[config.mk]
export PLATFORM = sky130hd
export DESIGN_NAME = wbi_fetch_arbiter
export DESIGN_NICKNAME = d
export VERILOG_FILES = /design/src/rtl/wbi_pkg.sv /design/src/rtl/rr_arbiter3.sv /design/src/rtl/wbi_fetch_arbiter.sv
export SDC_FILE = /design/constraint.sdc
export NUM_CORES = 1
export LEC_CHECK = 0
export ABC_AREA = 1
export CELL_PAD_IN_SITES_DETAIL_PLACEMENT = 1
export CELL_PAD_IN_SITES_GLOBAL_PLACEMENT = 2
export CORE_MARGIN = 5
export CORE_UTILIZATION = 28
export CTS_CLUSTER_SIZE = 30
export DETAILED_ROUTE_END_ITERATION = 6
export GPL_TIMING_DRIVEN = 0
export PLACE_DENSITY_LB_ADDON = 0.1
export SETUP_SLACK_MARGIN = 0.2
export SLEW_MARGIN = 25
export SYNTH_ARGS = -nofsm -noshare
export SYNTH_HDL_FRONTEND = slang
export SYNTH_SLANG_ARGS = --single-unit
[constraint.sdc]
create_clock -name clk -period 3 [get_ports clk]
set_input_delay 0.6 -clock clk [delete_from_list [all_inputs] [get_ports clk]]
set_output_delay 0.6 -clock clk [all_outputs]
set_load 0.01 [all_outputs]
[src/rtl/wbi_pkg.sv]
// Shared definitions for the W_B_I fetch-engine arbiter: requester indices,
// Buffer_Select codes and the sequencer state encoding.
package wbi_pkg;

    localparam int REQ_W = 0;
    localparam int REQ_B = 1;
    localparam int REQ_I = 2;

    localparam logic [2:0] BUF_NONE   = 3'd0;
    localparam logic [2:0] BUF_WEIGHT = 3'd1;
    localparam logic [2:0] BUF_BIAS   = 3'd2;
    localparam logic [2:0] BUF_INPUT  = 3'd3;

    typedef enum logic [2:0] {
        ST_IDLE,
        ST_RST_CNT,
        ST_GRANT,
        ST_START,
        ST_WAIT,
        ST_DONE
    } state_t;

    function automatic logic [1:0] onehot_to_idx(input logic [2:0] oh);
        case (oh)
            3'b010:  onehot_to_idx = 2'(REQ_B);
            3'b100:  onehot_to_idx = 2'(REQ_I);
            default: onehot_to_idx = 2'(REQ_W);
        endcase
    endfunction

endpackage

[src/rtl/rr_arbiter3.sv]
// Combinational three-way round-robin picker: the search starts at ptr and
// wraps modulo 3; the first active request wins.
module rr_arbiter3 (
    input  logic [2:0] req,
    input  logic [1:0] ptr,
    output logic [2:0] win,
    output logic       any
);

    always_comb begin
        win = 3'b000;
        case (ptr)
            2'd1: begin
                if      (req[1]) win = 3'b010;
                else if (req[2]) win = 3'b100;
                else if (req[0]) win = 3'b001;
            end
            2'd2: begin
                if      (req[2]) win = 3'b100;
                else if (req[0]) win = 3'b001;
                else if (req[1]) win = 3'b010;
            end
            default: begin
                if      (req[0]) win = 3'b001;
                else if (req[1]) win = 3'b010;
                else if (req[2]) win = 3'b100;
            end
        endcase
        any = |req;
    end

endmodule

[src/rtl/wbi_fetch_arbiter.sv]
// Shares the W_B_I fetch engine between weight, bias and input loaders:
// round-robin grant, one start_fetch per tile, per-requester ping-pong bank.
module wbi_fetch_arbiter
    import wbi_pkg::*;
#(
    parameter int NREQ   = 3,
    parameter int TILE_W = 8
) (
    input  logic                   clk,
    input  logic                   rst_n,
    input  logic [NREQ-1:0]        req,
    input  logic [NREQ*TILE_W-1:0] req_tiles,
    input  logic [NREQ*3-1:0]      req_buf_sel,
    input  logic [NREQ-1:0]        req_tiles_ctrl,
    input  logic                   layer_start,
    input  logic                   fetch_done,
    input  logic                   fetch_busy,
    output logic [NREQ-1:0]        gnt,
    output logic [NREQ-1:0]        done,
    output logic                   start_fetch,
    output logic                   reset_addr_counter,
    output logic [2:0]             Buffer_Select,
    output logic                   Tiles_Control,
    output logic                   Double_buffering,
    output logic                   protocol_err
);

    state_t              state;
    logic [1:0]          ptr;
    logic [1:0]          cur;
    logic [TILE_W-1:0]   remaining;
    logic [NREQ-1:0]     bank;
    logic                pending;
    logic                busy_low_d;

    logic [2:0]          pick;
    logic                pick_any;
    logic [1:0]          pick_idx;
    logic [TILE_W-1:0]   pick_tiles;

    rr_arbiter3 u_rr (
        .req (req),
        .ptr (ptr),
        .win (pick),
        .any (pick_any)
    );

    assign pick_idx   = onehot_to_idx(pick);
    assign pick_tiles = req_tiles[pick_idx*TILE_W +: TILE_W];

    always_ff @(posedge clk or negedge rst_n) begin
        if (!rst_n) begin
            state              <= ST_IDLE;
            ptr                <= 2'd0;
            cur                <= 2'd0;
            remaining          <= '0;
            bank               <= '0;
            pending            <= 1'b0;
            busy_low_d         <= 1'b0;
            gnt                <= '0;
            done               <= '0;
            start_fetch        <= 1'b0;
            reset_addr_counter <= 1'b0;
            Buffer_Select      <= 3'd0;
            Tiles_Control      <= 1'b0;
            Double_buffering   <= 1'b0;
            protocol_err       <= 1'b0;
        end else begin
            start_fetch        <= 1'b0;
            done               <= '0;
            reset_addr_counter <= 1'b0;
            if (layer_start)
                pending <= 1'b1;

            // A completion seen in the same cycle as its own start cannot be real.
            if (fetch_done && (state != ST_WAIT || start_fetch))
                protocol_err <= 1'b1;
            if (state == ST_WAIT && !fetch_busy && !fetch_done) begin
                if (busy_low_d)
                    protocol_err <= 1'b1;
                busy_low_d <= 1'b1;
            end else begin
                busy_low_d <= 1'b0;
            end

            case (state)
                ST_IDLE: begin
                    if (pending) begin
                        reset_addr_counter <= 1'b1;
                        bank               <= '0;
                        state              <= ST_RST_CNT;
                    end else if (pick_any) begin
                        state <= ST_GRANT;
                    end
                end
                ST_RST_CNT: begin
                    pending <= layer_start;
                    state   <= ST_IDLE;
                end
                ST_GRANT: begin
                    if (!pick_any) begin
                        state <= ST_IDLE;
                    end else begin
                        gnt              <= pick;
                        cur              <= pick_idx;
                        Buffer_Select    <= req_buf_sel[pick_idx*3 +: 3];
                        Tiles_Control    <= req_tiles_ctrl[pick_idx];
                        remaining        <= pick_tiles;
                        Double_buffering <= bank[pick_idx];
                        ptr              <= (pick_idx == 2'd2) ? 2'd0 : pick_idx + 2'd1;
                        if (pick_tiles == '0) begin
                            done  <= pick;
                            state <= ST_DONE;
                        end else begin
                            state <= ST_START;
                        end
                    end
                end
                ST_START: begin
                    if (!fetch_busy) begin
                        start_fetch <= 1'b1;
                        state       <= ST_WAIT;
                    end
                end
                ST_WAIT: begin
                    if (fetch_done && !start_fetch) begin
                        bank[cur]        <= ~bank[cur];
                        Double_buffering <= ~bank[cur];
                        remaining        <= remaining - TILE_W'(1);
                        if (remaining == TILE_W'(1)) begin
                            done  <= gnt;
                            state <= ST_DONE;
                        end else begin
                            state <= ST_START;
                        end
                    end
                end
                ST_DONE: begin
                    gnt              <= '0;
                    Double_buffering <= 1'b0;
                    state            <= ST_IDLE;
                end
                default: state <= ST_IDLE;
            endcase
        end
    end

endmodule

* Word-level counts from Yosys, hierarchy flattened
Cells that the tools add are included.
Word-level totals: register bits 34, input bits 44, output and inout port bits 14, logic and storage cells 119
Cells by class: add/sub/neg operators 2, $mul 1, $lt $le $gt $ge 3, eq/ne operators 17, shift-type cells 2, multiplexer cells 55, bitwise operators 1, reductions and logical operators 23
Operators by type and width (count):
- $mux W3 | 21
- $pmux W3 S2 | 4
- $shiftx A24 B6 Y8 | 1
- $mux W1 | 17
- $mux W8 | 2
- $pmux W8 S2 | 1
- $pmux W3 S4 | 1
- $reduce_and A3 Y1 | 4
- $eq A3 B2 Y1 const B | 3
- $eq A3 B3 Y1 const B | 3
- $shiftx A9 B5 Y3 | 1
- $eq A8 B1 Y1 const B | 1
- $logic_not A8 Y1 | 1
- $reduce_bool A2 Y1 | 4
- $sub A8 B1 Y8 const B | 1
- $bmux W1 S2 | 3
- $lt A2 B3 Y1 const B | 2
- $ne A2 B2 Y1 const B | 3
- $ne A3 B3 Y1 const B | 2
- $logic_and A1 B1 Y1 | 5
- $eq A2 B2 Y1 const B | 2
- $mul A2 B2 Y4 const B | 1
- $mux W2 | 2
- $pmux W2 S2 | 1
- other kinds (15) | 18

* Depth between registers and ports, before layout
depth after elaboration 11, gate-level depth with buffers 20, gate-level depth less buffers 19

* Cells and area by module
From an unflattened synthesis, not the netlist that was laid out.
Unflattened totals: cell total of the unflattened synthesis 307, area, all modules 2174.6 µm²
By module, submodules not included:
- wbi_fetch_arbiter | instances 1, cells each 282, area each 2026.9 µm²
- rr_arbiter3 | instances 1, cells each 25, area each 147.6 µm²

* Worst setup path after synthesis
Ideal clock, no wire load.
path kind register to register, start reg ptr[0], end reg state[1], library setup time 0.118 ns, arrival 1.884 ns, required time 2.882 ns, slack 0.998 ns, cell stages (with the launch flop) 20, path buffers 1, period minus slack after synthesis 2.002 ns, cell sequence dfrtp_1 inv_1 ha_1 nor2_1 nand2_2 nand3_1 nand2_2 inv_2 nand2_2 nand2_2 buf_6 nor2_1 nor2_1 nand2_1 nor2_2 nand2_1 nand2_1 nand2_1 nand2_1 nand2_1
Between the ends: cells in the longest elaborated chain, start to end 9, elaborated cells between the ends (all ways) 11, classes of those cells 4 x eq/ne; 1 x shift; 5 x mux; 1 x reduce/logical
RTL lines:
- start, declared | line wbi_fetch_arbiter.sv:29 | logic [1:0] ptr;
- start signal, assigned | line wbi_fetch_arbiter.sv:110 | ptr <= (pick_idx == 2'd2) ? 2'd0 : pick_idx + 2'd1;
- $eq A2 B2 Y1 / $eq A2 B1 Y1 (equally long branches) | line rr_arbiter3.sv:12 | case (ptr)
- $pmux W3 S2 * | line rr_arbiter3.sv:12
- $eq A3 B3 Y1 / $eq A3 B2 Y1 (equally long branches) | line wbi_pkg.sv:24 | case (oh)
- $pmux W2 S2 * | line wbi_pkg.sv:24
- $shiftx A24 B6 Y8 * | line wbi_fetch_arbiter.sv:49 | assign pick_tiles = req_tiles[pick_idx*TILE_W +: TILE_W];
- $logic_not A8 Y1 * | line wbi_fetch_arbiter.sv:111 | if (pick_tiles == '0) begin
- $mux W3 * | line wbi_fetch_arbiter.sv:111
- $mux W3 * | line wbi_fetch_arbiter.sv:101 | if (!pick_any) begin
- $pmux W3 S4 * | line wbi_fetch_arbiter.sv:86 | case (state)
- end signal, assigned | line wbi_fetch_arbiter.sv:102 | state <= ST_IDLE;
- end signal, assigned | line wbi_fetch_arbiter.sv:113 | state <= ST_DONE;
- end signal, assigned | line wbi_fetch_arbiter.sv:115 | state <= ST_START;
- end, declared | line wbi_fetch_arbiter.sv:28 | state_t state;
Mark *: on every way between the ends. The rest lies on a longest branch, timed or not. A chain may end at the register's enable or synchronous reset.

* Worst setup path in the final report
start in req[1], end reg state[2]
Between the ends: cells in the longest elaborated chain, start to end 11, elaborated cells between the ends (all ways) 18, classes of those cells 3 x eq/ne; 1 x shift; 11 x mux; 3 x reduce/logical
RTL lines:
- start, declared | line wbi_fetch_arbiter.sv:11 | input logic [NREQ-1:0] req,
- $mux W2 | line rr_arbiter3.sv:21 | else if (req[1]) win = 3'b010;
- $mux W3 | line rr_arbiter3.sv:20 | else if (req[0]) win = 3'b001;
- $mux W3 | line rr_arbiter3.sv:19 | if (req[2]) win = 3'b100;
- $pmux W3 S2 | line rr_arbiter3.sv:12
- $eq A3 B3 Y1 / $eq A3 B2 Y1 (equally long branches) | line wbi_pkg.sv:24
- $pmux W2 S2 | line wbi_pkg.sv:24
- $shiftx A24 B6 Y8 | line wbi_fetch_arbiter.sv:49
- $logic_not A8 Y1 | line wbi_fetch_arbiter.sv:111
- $mux W3 | line wbi_fetch_arbiter.sv:111
- $mux W3 | line wbi_fetch_arbiter.sv:101
- $pmux W3 S4 | line wbi_fetch_arbiter.sv:86
Parallel ways exist; a longest one is shown, timed or not.

==> results.yml <==
status:
  status: "complete, no violations"
logic_synthesis:
  synth.distinct_cells: 27
  avgSynthCellArea_sq_um: 7.11
  synthTopCellsByArea: "dfrtp_1, nand2_1, inv_1"
  yosysTopAreaCell: "dfrtp_1"
  ys_ff_latch: 34
  synth_top_area_share_pct: 40.5
  synth_nets: 344
  synth_area_sq_mm: 0.00210
  synth_cells: 296
  yosysSeqAreaShare_pct: 40.5
  yosys_warnings: 0
sta:
  slew_headroom_pct: 64.6
  slew_viol_final: 0
  fmaxAchievable_ghz: 0.405
  period_needed_ns: 2.47
  timing.final.crit_share_pct: 82.3
  setup_tns_ns: 0
  setup_ws_ns: 0.530
  tightest_slew_ns: 0.531
  skew_ns: 0.0116
  rsz0062_at_grt: "no"
  setup_viol: 0
  finalHoldViolations: 0
detailed_routing:
  ant_nets: 0
  first_pass_iters: 4
  num_vias: 2109
  post_drt_via_cell_ratio: 4.57
  wl_met1_mm: 3.06
  drc: 0
  routed_wl_mm: 6.43
  drt_iter0_markers: 63
  met3_length_um: 456
  wire_per_inst_um: 14.0
  routed-wl-met2_mm: 2.83
  maxUsedRoutingLayer: "met4"
global_route:
  grt_pass1_vias: 2256
  grt_pass1_wl_mm: 11.2
  grt_antenna_before_repair: 0
  grt_max_degree: 19
  overflow: 0
  grt_use_total_pct: 14.5
job:
  drv_cap: 0
worst_setup_path:
  timing.rr.start: "ptr[0]"
  crit_path_end_kind: "flop"
  ff2ff_path_depth: 16
  worstPathRequired_ns: 3.18
  critical_path.max_fanout: 10
  r2r_slack_ns: 0.59
  startpoint_type: "input port"
  timing.rr.end: "state[2]"
  path_class: "input port to flop"
  cp_data_arrival_time_ns: 2.65
cells_and_area:
  fillers: 919
  final_cell_mix: "nand2_1, clkdlybuf4s50_1, inv_1, dfrtp_1, nor2_1"
  final_common_cell: "nand2_1"
  antenna_cells: 0
  drive_above_1_share_pct: 9.39
  area_delta_synth_final_pct: 38.4
  multi_input_area_sq_mm: 0.00103
  nNetsFinal: 409
  final-seq-area_sq_um: 851
floorplanning:
  rows: 31
  die_y_um: 96.7
  die_area_sq_mm: 0.00935
  io_pins: 58
  die_x_um: 96.7
  core_area_sq_mm: 0.00729
  initial_core_util_pct: 28.8
placement:
  pre_cts_ws_ns: 0.218
  dp_hpwl_mm: 5.22
  place_congestion: 0.837
  port_buffers: 57
min_path:
  hold_class: "input port to asynchronous set/reset pin"
cts:
  cts_tree: "built"
  post_cts.repair.setup_buffers: 0
  root_buffer: "clkbuf_8"
  clk_path_buf_depth: 2
  cts_resized: 0
  path_clk_slew_ns: 0.08
  htree_levels: 2
  insertion_delay_ns: 0.29
  cts_buffers: 5
  clkSinkCount: 34
  holdBufCountCts: 0
power:
  vdd.ir_drop.worst_uv: 224
  p_leak_nw: 1.34
  power_density_mw_per_mm2: 898
==> layer usage <==
metal | GRT usage [%] | vias to the layer above
met3 | 5.54 | 10
met4 | 4.54 | 0
met2 | 23.0 | 59
li1 | - | 1077
met5 | 0 | -
met1 | 18.2 | 963
==> cell families (layout without fill, tap and decap cells) <==
family / Yosys count / in the layout / share of synthesized area, %
buf+inv: 54 / 120 / 10.4
compound gates: 48 / 48 / 13.2
xor+xnor: 4 / 4 / 1.67
fa+ha+maj: 4 / 4 / 2.38
simple gates: 152 / 152 / 31.9
flops: 34 / 34 / 40.5
==> flip-flops by register name (all words and copies together), names as in the netlist, 2 cells and up <==
| signal | flops |
|---|---|
| bank | 3 |
| gnt | 3 |
| state | 3 |
| done | 3 |
| Buffer_Select | 3 |
| cur | 2 |
| ptr | 2 |
| remaining | 8 |
==> how the worst max path moves through the flow <==
| stage | cells after the start | start | to |
|---|---|---|---|
| 3_3_place_gp | 16 | req[1] | state[2] |
| 2_1_floorplan | 19 | ptr[0] | state[1] |
| 6_report | 16 | req[1] | state[2] |
| 4_1_cts | 16 | req[1] | state[2] |
| 3_5_place_dp | 16 | req[1] | state[2] |
| 5_1_grt | 16 | req[1] | state[2] |
==> where the power goes <==
part	switching (mW)	internal, mW	leakage, nW	total (mW)
Combinational	0.936	0.588	0.865	1.52
Clock	0.178	0.185	0.0482	0.363
Sequential	0.103	0.623	0.429	0.727
Total	1.22	1.40	1.34	2.61
==> synth_stat cells <==
cell type and number:
nor2_2 6, a31oi_1 2, dfrtp_1 34, nor3_1 10
clkinv_1 1, o21bai_1 1, ha_1 4, buf_2 1
a21oi_1 11, a22o_1 1, nor4_1 1, nand2_1 72
nor2_1 34, o21ai_0 16, buf_6 2, nand3_1 15
a41oi_1 2, nand4_1 3, xor2_1 4, clkbuf_1 4
inv_1 41, nand3_2 3, nand2_2 7, nand2_4 1
inv_2 5, o22ai_1 14, a221oi_1 1
==> worst max-delay path, cell delays in order <==
cell	delay, ns
clkdlybuf4s50_1	0.54
inv_2	0.06
nand2_2	0.06
nand2_2	0.06
nand3_1	0.12
nand2_2	0.09
nor2_2	0.39
nand2_1	0.10
nand2_1	0.11
nor2_1	0.05
nand2_1	0.13
nor2_2	0.06
nand3_2	0.12
nand2_1	0.06
nand2_1	0.05
nand2_1	0.05
==> per-stage QoR <==
| stage | cell area, sq um | hold slack (ns) | power [mW] | utilization, % | std cells |
|---|---|---|---|---|---|
| floorplan | 2100 | 0.304 | 1.78 | - | 296 |
| global placement | 2800 | 0.450 | 2.26 | 38.4 | 452 |
| detailed placement | 2820 | 0.453 | 2.29 | 38.7 | 453 |
| CTS | 2910 | 0.290 | 2.66 | 39.9 | 461 |
| global route | 2910 | 0.308 | 2.91 | 39.9 | 461 |
| finish | 2910 | 0.280 | 2.61 | 39.9 | 461 |
==> layout make-up <==
class,count,share of cell area (%)
inverters,47,6.06
multi-input cells,208,35.5
clock buffers,7,2.97
repair buffers,58,20.4
plain buffers,7,1.46
clock inverters,1,0.172
flip-flops and latches,34,29.2
well taps,99,4.25
No activity file was read; power rests on OpenSTA's default activity.
